**src/rtl/stage_mm.sv**
```systemverilog
// stage_mm: memory-access stage; runs one data-memory req/ack per load/store and registers the writeback triple.
// Latency: 1 cycle for non-memory ops; k+2 edges for a memory op whose ack arrives k cycles after req rises.
// Backpressure: stall_out holds execute while a request is outstanding; stall_in freezes the output and holding registers.
module stage_mm #(
  parameter int DATA_W     = 32,
  parameter int ADDR_W     = 32,
  parameter int REG_ADDR_W = 5
) (
  input  logic                  clk,
  input  logic                  rst_n,
  input  logic                  stall_in,
  input  logic                  flush_in,
  input  logic                  ex_valid,
  input  logic                  ex_reg_wr,
  input  logic [REG_ADDR_W-1:0] ex_reg_addr_rd,
  input  logic [DATA_W-1:0]     ex_alu_res,
  input  logic                  ex_mem_rd,
  input  logic                  ex_mem_wr,
  input  logic [1:0]            ex_mem_size,
  input  logic                  ex_mem_unsigned,
  input  logic [DATA_W-1:0]     ex_store_data,
  output logic                  mem_req,
  output logic                  mem_we,
  output logic [ADDR_W-1:0]     mem_addr,
  output logic [DATA_W-1:0]     mem_wdata,
  output logic [3:0]            mem_be,
  input  logic [DATA_W-1:0]     mem_rdata,
  input  logic                  mem_ack,
  output logic                  stall_out,
  output logic                  misalign_err,
  output logic                  wb_flush,
  output logic                  wb_reg_wr,
  output logic [REG_ADDR_W-1:0] wb_reg_addr_rd,
  output logic [DATA_W-1:0]     wb_reg_data_rd
);

  typedef enum logic [1:0] {
    IDLE = 2'b00,
    BUSY = 2'b01,
    DONE = 2'b10
  } state_t;

  state_t state, state_nxt;
  logic   kill;

  // Captured control for the in-flight transaction
  logic                  cap_load;
  logic                  cap_reg_wr;
  logic [REG_ADDR_W-1:0] cap_rd;
  logic [1:0]            cap_size;
  logic                  cap_unsigned;
  logic [1:0]            cap_off;

  // Holding register for a result completed under stall_in
  logic                  hold_flush;
  logic                  hold_reg_wr;
  logic [REG_ADDR_W-1:0] hold_rd;
  logic [DATA_W-1:0]     hold_data;

  logic                  is_mem;
  logic                  ex_misaligned;
  logic                  take;
  logic                  accept_mem;
  logic [7:0]            lane_b;
  logic [15:0]           lane_h;
  logic [DATA_W-1:0]     load_data;
  logic                  res_flush;
  logic                  res_reg_wr;
  logic [REG_ADDR_W-1:0] res_rd;
  logic [DATA_W-1:0]     res_data;
  logic                  wb_ld;
  logic                  hold_ld;
  logic                  nxt_flush;
  logic                  nxt_reg_wr;
  logic [REG_ADDR_W-1:0] nxt_rd;
  logic [DATA_W-1:0]     nxt_data;
  logic [DATA_W-1:0]     st_wdata;
  logic [3:0]            st_be;

  // Acceptance decode: only IDLE takes ops, and never under stall or flush
  always_comb begin
    is_mem        = ex_mem_rd | ex_mem_wr;
    ex_misaligned = ((ex_mem_size == 2'b01) && ex_alu_res[0]) ||
                    (ex_mem_size[1] && (ex_alu_res[1:0] != 2'b00));
    take          = (state == IDLE) && ex_valid && !flush_in && !stall_in;
    accept_mem    = take && is_mem && !ex_misaligned;
    misalign_err  = take && is_mem && ex_misaligned;
    mem_req       = (state == BUSY);
    unique case (state)
      IDLE:    stall_out = accept_mem;
      BUSY:    stall_out = !mem_ack;
      default: stall_out = 1'b0;
    endcase
  end

  // Store lane replication and byte enables from size and address offset
  always_comb begin
    st_wdata = ex_store_data;
    st_be    = 4'b1111;
    if (ex_mem_size == 2'b00) begin
      st_wdata = {(DATA_W/8){ex_store_data[7:0]}};
      st_be    = 4'b0001 << ex_alu_res[1:0];
    end else if (ex_mem_size == 2'b01) begin
      st_wdata = {(DATA_W/16){ex_store_data[15:0]}};
      st_be    = ex_alu_res[1] ? 4'b1100 : 4'b0011;
    end
  end

  // Load lane select and extension; a kill or a store turns the result into a bubble
  always_comb begin
    lane_b = mem_rdata[{cap_off, 3'b000} +: 8];
    lane_h = mem_rdata[{cap_off[1], 4'b0000} +: 16];
    if (cap_size == 2'b00)
      load_data = {{(DATA_W-8){~cap_unsigned & lane_b[7]}}, lane_b};
    else if (cap_size == 2'b01)
      load_data = {{(DATA_W-16){~cap_unsigned & lane_h[15]}}, lane_h};
    else
      load_data = mem_rdata;
    res_flush  = kill | flush_in | !cap_load;
    res_reg_wr = !res_flush & cap_reg_wr;
    res_rd     = res_flush ? '0 : cap_rd;
    res_data   = res_flush ? '0 : load_data;
  end

  // Next state and output-register load selection
  always_comb begin
    state_nxt  = state;
    wb_ld      = 1'b0;
    hold_ld    = 1'b0;
    nxt_flush  = 1'b1;
    nxt_reg_wr = 1'b0;
    nxt_rd     = '0;
    nxt_data   = '0;
    unique case (state)
      IDLE: begin
        if (!stall_in) begin
          wb_ld = 1'b1;
          if (take && !is_mem) begin
            nxt_flush  = 1'b0;
            nxt_reg_wr = ex_reg_wr;
            nxt_rd     = ex_reg_addr_rd;
            nxt_data   = ex_alu_res;
          end
          if (accept_mem) state_nxt = BUSY;
        end
      end
      BUSY: begin
        if (mem_ack) begin
          if (!stall_in) begin
            wb_ld      = 1'b1;
            nxt_flush  = res_flush;
            nxt_reg_wr = res_reg_wr;
            nxt_rd     = res_rd;
            nxt_data   = res_data;
            state_nxt  = IDLE;
          end else begin
            hold_ld   = 1'b1;
            state_nxt = DONE;
          end
        end else if (!stall_in) begin
          wb_ld = 1'b1;
        end
      end
      DONE: begin
        if (!stall_in) begin
          wb_ld      = 1'b1;
          nxt_flush  = hold_flush;
          nxt_reg_wr = hold_reg_wr;
          nxt_rd     = hold_rd;
          nxt_data   = hold_data;
          state_nxt  = IDLE;
        end
      end
      default: state_nxt = IDLE;
    endcase
  end

  // State register and sticky kill; kill clears whenever the FSM heads back to IDLE
  always_ff @(posedge clk or negedge rst_n) begin
    if (!rst_n) begin
      state <= IDLE;
      kill  <= 1'b0;
    end else begin
      state <= state_nxt;
      if (state_nxt == IDLE)
        kill <= 1'b0;
      else if (state == BUSY && flush_in)
        kill <= 1'b1;
    end
  end

  // Request and transaction-control capture at acceptance; stable for the whole request
  always_ff @(posedge clk or negedge rst_n) begin
    if (!rst_n) begin
      mem_we       <= 1'b0;
      mem_addr     <= '0;
      mem_wdata    <= '0;
      mem_be       <= 4'b0000;
      cap_load     <= 1'b0;
      cap_reg_wr   <= 1'b0;
      cap_rd       <= '0;
      cap_size     <= 2'b00;
      cap_unsigned <= 1'b0;
      cap_off      <= 2'b00;
    end else if (accept_mem) begin
      mem_we       <= ex_mem_wr;
      mem_addr     <= {ex_alu_res[ADDR_W-1:2], 2'b00};
      mem_wdata    <= st_wdata;
      mem_be       <= st_be;
      cap_load     <= ex_mem_rd;
      cap_reg_wr   <= ex_reg_wr;
      cap_rd       <= ex_reg_addr_rd;
      cap_size     <= ex_mem_size;
      cap_unsigned <= ex_mem_unsigned;
      cap_off      <= ex_alu_res[1:0];
    end
  end

  // Holding register for a result that completed while stalled
  always_ff @(posedge clk or negedge rst_n) begin
    if (!rst_n) begin
      hold_flush  <= 1'b1;
      hold_reg_wr <= 1'b0;
      hold_rd     <= '0;
      hold_data   <= '0;
    end else if (hold_ld) begin
      hold_flush  <= res_flush;
      hold_reg_wr <= res_reg_wr;
      hold_rd     <= res_rd;
      hold_data   <= res_data;
    end
  end

  // Writeback output register
  always_ff @(posedge clk or negedge rst_n) begin
    if (!rst_n) begin
      wb_flush       <= 1'b1;
      wb_reg_wr      <= 1'b0;
      wb_reg_addr_rd <= '0;
      wb_reg_data_rd <= '0;
    end else if (wb_ld) begin
      wb_flush       <= nxt_flush;
      wb_reg_wr      <= nxt_reg_wr;
      wb_reg_addr_rd <= nxt_rd;
      wb_reg_data_rd <= nxt_data;
    end
  end

endmodule

```
**config.mk**
```make
export PLATFORM = sky130hd
export DESIGN_NAME = stage_mm
export DESIGN_NICKNAME = d
export VERILOG_FILES = /design/src/rtl/stage_mm.sv
export SDC_FILE = /design/constraint.sdc
export NUM_CORES = 1
export LEC_CHECK = 0
export ABC_AREA = 1
export CAP_MARGIN = 20
export CORE_MARGIN = 1
export CORE_UTILIZATION = 48
export CTS_BUF_LIST = sky130_fd_sc_hd__clkbuf_4
export DETAILED_ROUTE_END_ITERATION = 10
export PLACE_DENSITY = 0.79
export SKIP_LAST_GASP = 1
export SLEW_MARGIN = 10
export SYNTH_ARGS = -nofsm -noshare
export SYNTH_HDL_FRONTEND = slang
export SYNTH_SLANG_ARGS = --single-unit
export TNS_END_PERCENT = 100
```
**constraint.sdc**
```tcl
create_clock -name clk -period 2.05 [get_ports clk]
set_input_delay 0.41 -clock clk [delete_from_list [all_inputs] [get_ports clk]]
set_output_delay 0.41 -clock clk [all_outputs]
set_load 0.02 [all_outputs]
```
==> reports/metrics.sh <==
DIE_SPAN_IN_X_UM=131.0
FLOORPLAN.DIE_AREA_SQ_UM=17170
FIN_NETS=1384
TRITONCTS='built'
TRITONCTS_NUM_SINKS=160
LAYOUT.CELLS.MOST_COMMON='sky130_fd_sc_hd__nand2_1'
GR-TOTAL-OVERFLOW=0
MAXCAPVIOLATIONS=0
POST_SYNTH_NUM_CELL_TYPES=28
DRC=0
PERIOD_NEEDED_PS=2045
FINALSETUPTNS_PS=0
SYN_AREA_PER_CELL_SQ_UM=7.624
NET_SW_SHARE_PCT=35.73
CP-END-KIND='output port'
LAYOUT-DRIVE-GT1-SHARE_PCT=8.489
CTS_BUFFERS=17
FINAL_HOLD_VIOLATION_COUNT=0
DRT_ITER0_DRC=927
POST-ROUTE-UTIL_PCT=69.48
CRITPATHSLOWESTCELL='sky130_fd_sc_hd__dfrtp_1'
POSTSYNTH.ASYNCRESETSHARE_PCT=100.0
MIN_DELAY_WORST_ENDPOINT='wb_reg_data_rd[1]'
IOS=224
CRITICAL_PATH.MAX_STAGE_DELAY_PS=410
WORST-R2R-SETUP-SLACK_PS=200
WHS_PATH_DEPTH=4
OUTCOME='finished clean'
MOST-COMMON-LAYOUT-CELLS='276 x sky130_fd_sc_hd__nand2_1, 173 x sky130_fd_sc_hd__clkdlybuf4s50_1, 169 x sky130_fd_sc_hd__nand3_1'
DRT.ANTENNA.VIOLATING_NETS=0
DRT-VIAS-PER-INSTANCE=5.522
R2R_START='state[0]'
ROUTE.DETAILED.WL_PER_INST_UM=17.23
NUM_ROWS=46
GP_CONGESTION=0.9490
POWER_LEAKAGE_nW=5.813
FINAL-MAX-SLEW-VIOLATION-COUNT=0
VIA_COUNT=8288
GRT_UTIL_ALL_LAYERS_PCT=31.09
WORST_HOLD_PATH_TYPE='input pin to flip-flop'
DPL_WORST_SLACK_PS=-547.3
SETUP.WORST_PATH.CLASS='flip-flop to output port'
FP.DIEH_UM=131.0
IR_DROP_mV=0.5702
CLK_TREE_ROOT_CELL='sky130_fd_sc_hd__clkbuf_4'
CP_DATA_ARRIVAL_TIME_PS=1640
SHARE_CLK_OF_TOTAL_POWER_PCT=23.9
TOTALWIRELENGTH_UM=25860
PIN_COUNT_OF_THE_BIGGEST_NET_ENTERING_GLOBAL_ROUTING=53
HTREEDEPTH=4
SEQUENTIALPOWERSHARE_PCT=41.4
TIMING.CLOCK.SKEW_PS=15.17
SYNTHDOMINANTAREACELLTYPE='sky130_fd_sc_hd__dfrtp_1'
WORSTHOLDSTART='ex_alu_res[1]'
MAX_FREQ_GHz=0.4890
DETAIL_ROUTE.FIRST_PASS.ITERATIONS=5
CLK_LATENCY_PS=590
NUMBER_OF_ANTENNA_VIOLATIONS_AT_THE_FIRST_CHECK_IN_GLOBAL_ROUTING=1
POSTLAYOUTSETUPSLACKWORST_PS=4.965
NET-SWITCHING-POWER_W=0.003470
GLOBAL_ROUTE_WIRE_LENGTH_BEFORE_REPAIR_UM=40500
CRIT_PATH_FREQUENT_CELL='sky130_fd_sc_hd__nand2_1'
PATH_CLK_SLEW_PS=140
POWER.SHARE.COMBINATIONAL_PCT=34.7
CRIT_CHAIN='buf_4, nand2_1, inv_1, nand2_1, nand2_2, buf_6'
CRIT-REG2REG-CAPTURE='wb_reg_data_rd[24]'
P_PER_AREA_nW_PER_UM2=870.5
YOSYS_WARNINGS=0
WORSTPATHMAXFANOUT=14
PERIOD_SHARE_PCT=99.76
SYNTH_TOP_CELL_AREA_SHARE_PCT=49.48
P_INT_W=0.006243
POSTSYNTH.TOPFLOPCELL='sky130_fd_sc_hd__dfrtp_1'
FIRST_GLOBAL_VIAS=7719
NUMBER_OF_FILL_CELLS_IN_THE_LAYOUT=1311
SYNTHCELLS=1048
PLACEDCELLCOUNT=1466
MAPPEDNETLISTAREA_SQ_UM=7990
COUNT_OF_FLIP_FLOPS_WITH_A_BUILT_IN_ENABLE_AFTER_SYNTHESIS=0
POST_SYNTHESIS_SEQUENTIAL_ELEMENT_COUNT=160
AREA_CONTRIBUTORS_POST_SYNTH='sky130_fd_sc_hd__dfrtp_1 49%, sky130_fd_sc_hd__nand2_1 13%, sky130_fd_sc_hd__nand3_1 11%, sky130_fd_sc_hd__nor2_1 5.0%, sky130_fd_sc_hd__a21oi_1 3.7%'
CLOCK_TREE_BUF_DEPTH=2
DP.FINAL_HPWL_UM=18650
REQUIRED_WORST_ENDPOINT_PS=1640
BUFFER_PORTS.INSERTED=221
START_UTIL_PCT=49.76
TIMING.REG2REG.WORST_PATH_DEPTH=8
WORST_SETUP_PATH_START_KIND='flip-flop'
LAYOUT_OVERHEAD_ON_THE_SYNTHESIZED_AREA_PCT=39.63
PLACEABLECOREAREA_SQ_UM=16060
INSTANCES_NO_FILL=1501
SEQ_AREA_FRAC_SYNTH_PCT=50.14
UNREPAIRED_SETUP_ENDPOINTS_AFTER_GLOBAL_ROUTING='yes'
TIMING.FINAL.SETUP_VIOLATIONS=0
==> per-layer routing <==
| metal | up-vias | track usage (%) | part of all wire [%] |
|---|---|---|---|
| li1 | 3918 | - | - |
| met1 | 3913 | 43.86 | 43 |
| met2 | 412 | 47.56 | 46 |
| met3 | 45 | 7.492 | 9.5 |
| met4 | 0 | 9.195 | 1.9 |
| met5 | - | 0 | 0 |
==> state kept, by name, summed over array words and instances (netlist names) <==
name / cells
mem_be: 4
mem_addr: 30
hold_rd: 5
kill: 1
cap_off: 2
hold_reg_wr: 1
wb_reg_addr_rd: 5
cap_size: 2
mem_wdata: 32
cap_rd: 5
state: 2
mem_we: 1
cap_unsigned: 1
wb_reg_data_rd: 32
hold_data: 32
wb_reg_wr: 1
wb_flush: 1
hold_flush: 1
cap_reg_wr: 1
cap_load: 1
==> logic make-up (layout without fill, tap and decap cells) <==
family / count (synthesis) / in the layout / synth area share (%)
and+or+nand+nor: 601 / 601 / 32.63
DFF: 160 / 160 / 50.14
AOI/OAI and AO/OA: 148 / 148 / 9.787
buffers and inverters: 138 / 373 / 7.391
other: 1 / 3 / 0.04693
==> power by group through the flow <==
stage	clock (W)	combinational (W)	sequential, W
after global routing	0.00248	0.00366	0.00408
after detailed placement	0	0.00336	0.00407
final	0.00233	0.00337	0.00402
after CTS	0.00235	0.00337	0.00402
after global placement	0	0.00330	0.00407
after floorplan	0	0.00127	0.00449
==> per-stage QoR <==
step	hold slack (ps)	area [sq um]	total power [W]
2_1_floorplan	114.4	7999	0.005763
3_3_place_gp	339.3	10660	0.007365
6_report	254.6	11160	0.009712
5_1_grt	245.5	11160	0.01022
3_5_place_dp	338.4	10660	0.007431
4_1_cts	269.1	11040	0.009743
==> synthesized netlist by cell type (3+ instances only) <==
cell type                  number
sky130_fd_sc_hd__nand3_1      169
sky130_fd_sc_hd__nand2_1      277
sky130_fd_sc_hd__o21ai_0       54
sky130_fd_sc_hd__a221oi_1       8
sky130_fd_sc_hd__nand2_2        3
sky130_fd_sc_hd__buf_4          3
sky130_fd_sc_hd__o21ai_1       23
sky130_fd_sc_hd__inv_1         63
sky130_fd_sc_hd__a21oi_1       59
sky130_fd_sc_hd__dfrtp_1      158
sky130_fd_sc_hd__clkbuf_1      37
sky130_fd_sc_hd__inv_2          4
sky130_fd_sc_hd__nand4_1       38
sky130_fd_sc_hd__nor2_1       106
sky130_fd_sc_hd__buf_6          4
sky130_fd_sc_hd__buf_2         25
==> worst max path at each step <==
stage | slack [ps] | cells past startpoint | start | endpoint
after global routing | -100 | 6 | state[0] | stall_out
after global placement | -510 | 7 | ex_mem_size[1] | misalign_err
after floorplan | -8 | 8 | stall_in | stall_out
after CTS | -90 | 7 | ex_mem_size[1] | misalign_err
after detailed placement | -550 | 7 | ex_mem_size[1] | misalign_err
final | 5 | 6 | state[0] | stall_out
==> area by class of cell <==
type                    count  area (sq um)  area share (%)
flip-flops and latches    160          4006           35.91
multi-input cells         751          3426           30.71
repair buffers            274          2841           25.47
well taps                 216         270.3           2.422
inverters                  67         251.5           2.254
clock inverters            12         209.0           1.873
clock buffers              20         150.1           1.346
diodes                      1         2.502         0.02243
==> what timing repair did <==
action / in CTS / in global routing
gates resized for setup: 20 / 45
pin swaps: 5 / 4
endpoints found under the setup margin: 5 / 41
hold buffers: 1 / 0
buffers inserted: 1 / 0
hold endpoints to repair: 34 / 0
==> worst max-delay path: cells and delay by family, from the launching register on <==
family                 cells  cell delay [ps]
buffers and inverters      3              370
flip-flops                 1              410
AND/OR/NAND/NOR            3              260
(Power assumes the default switching activity.)
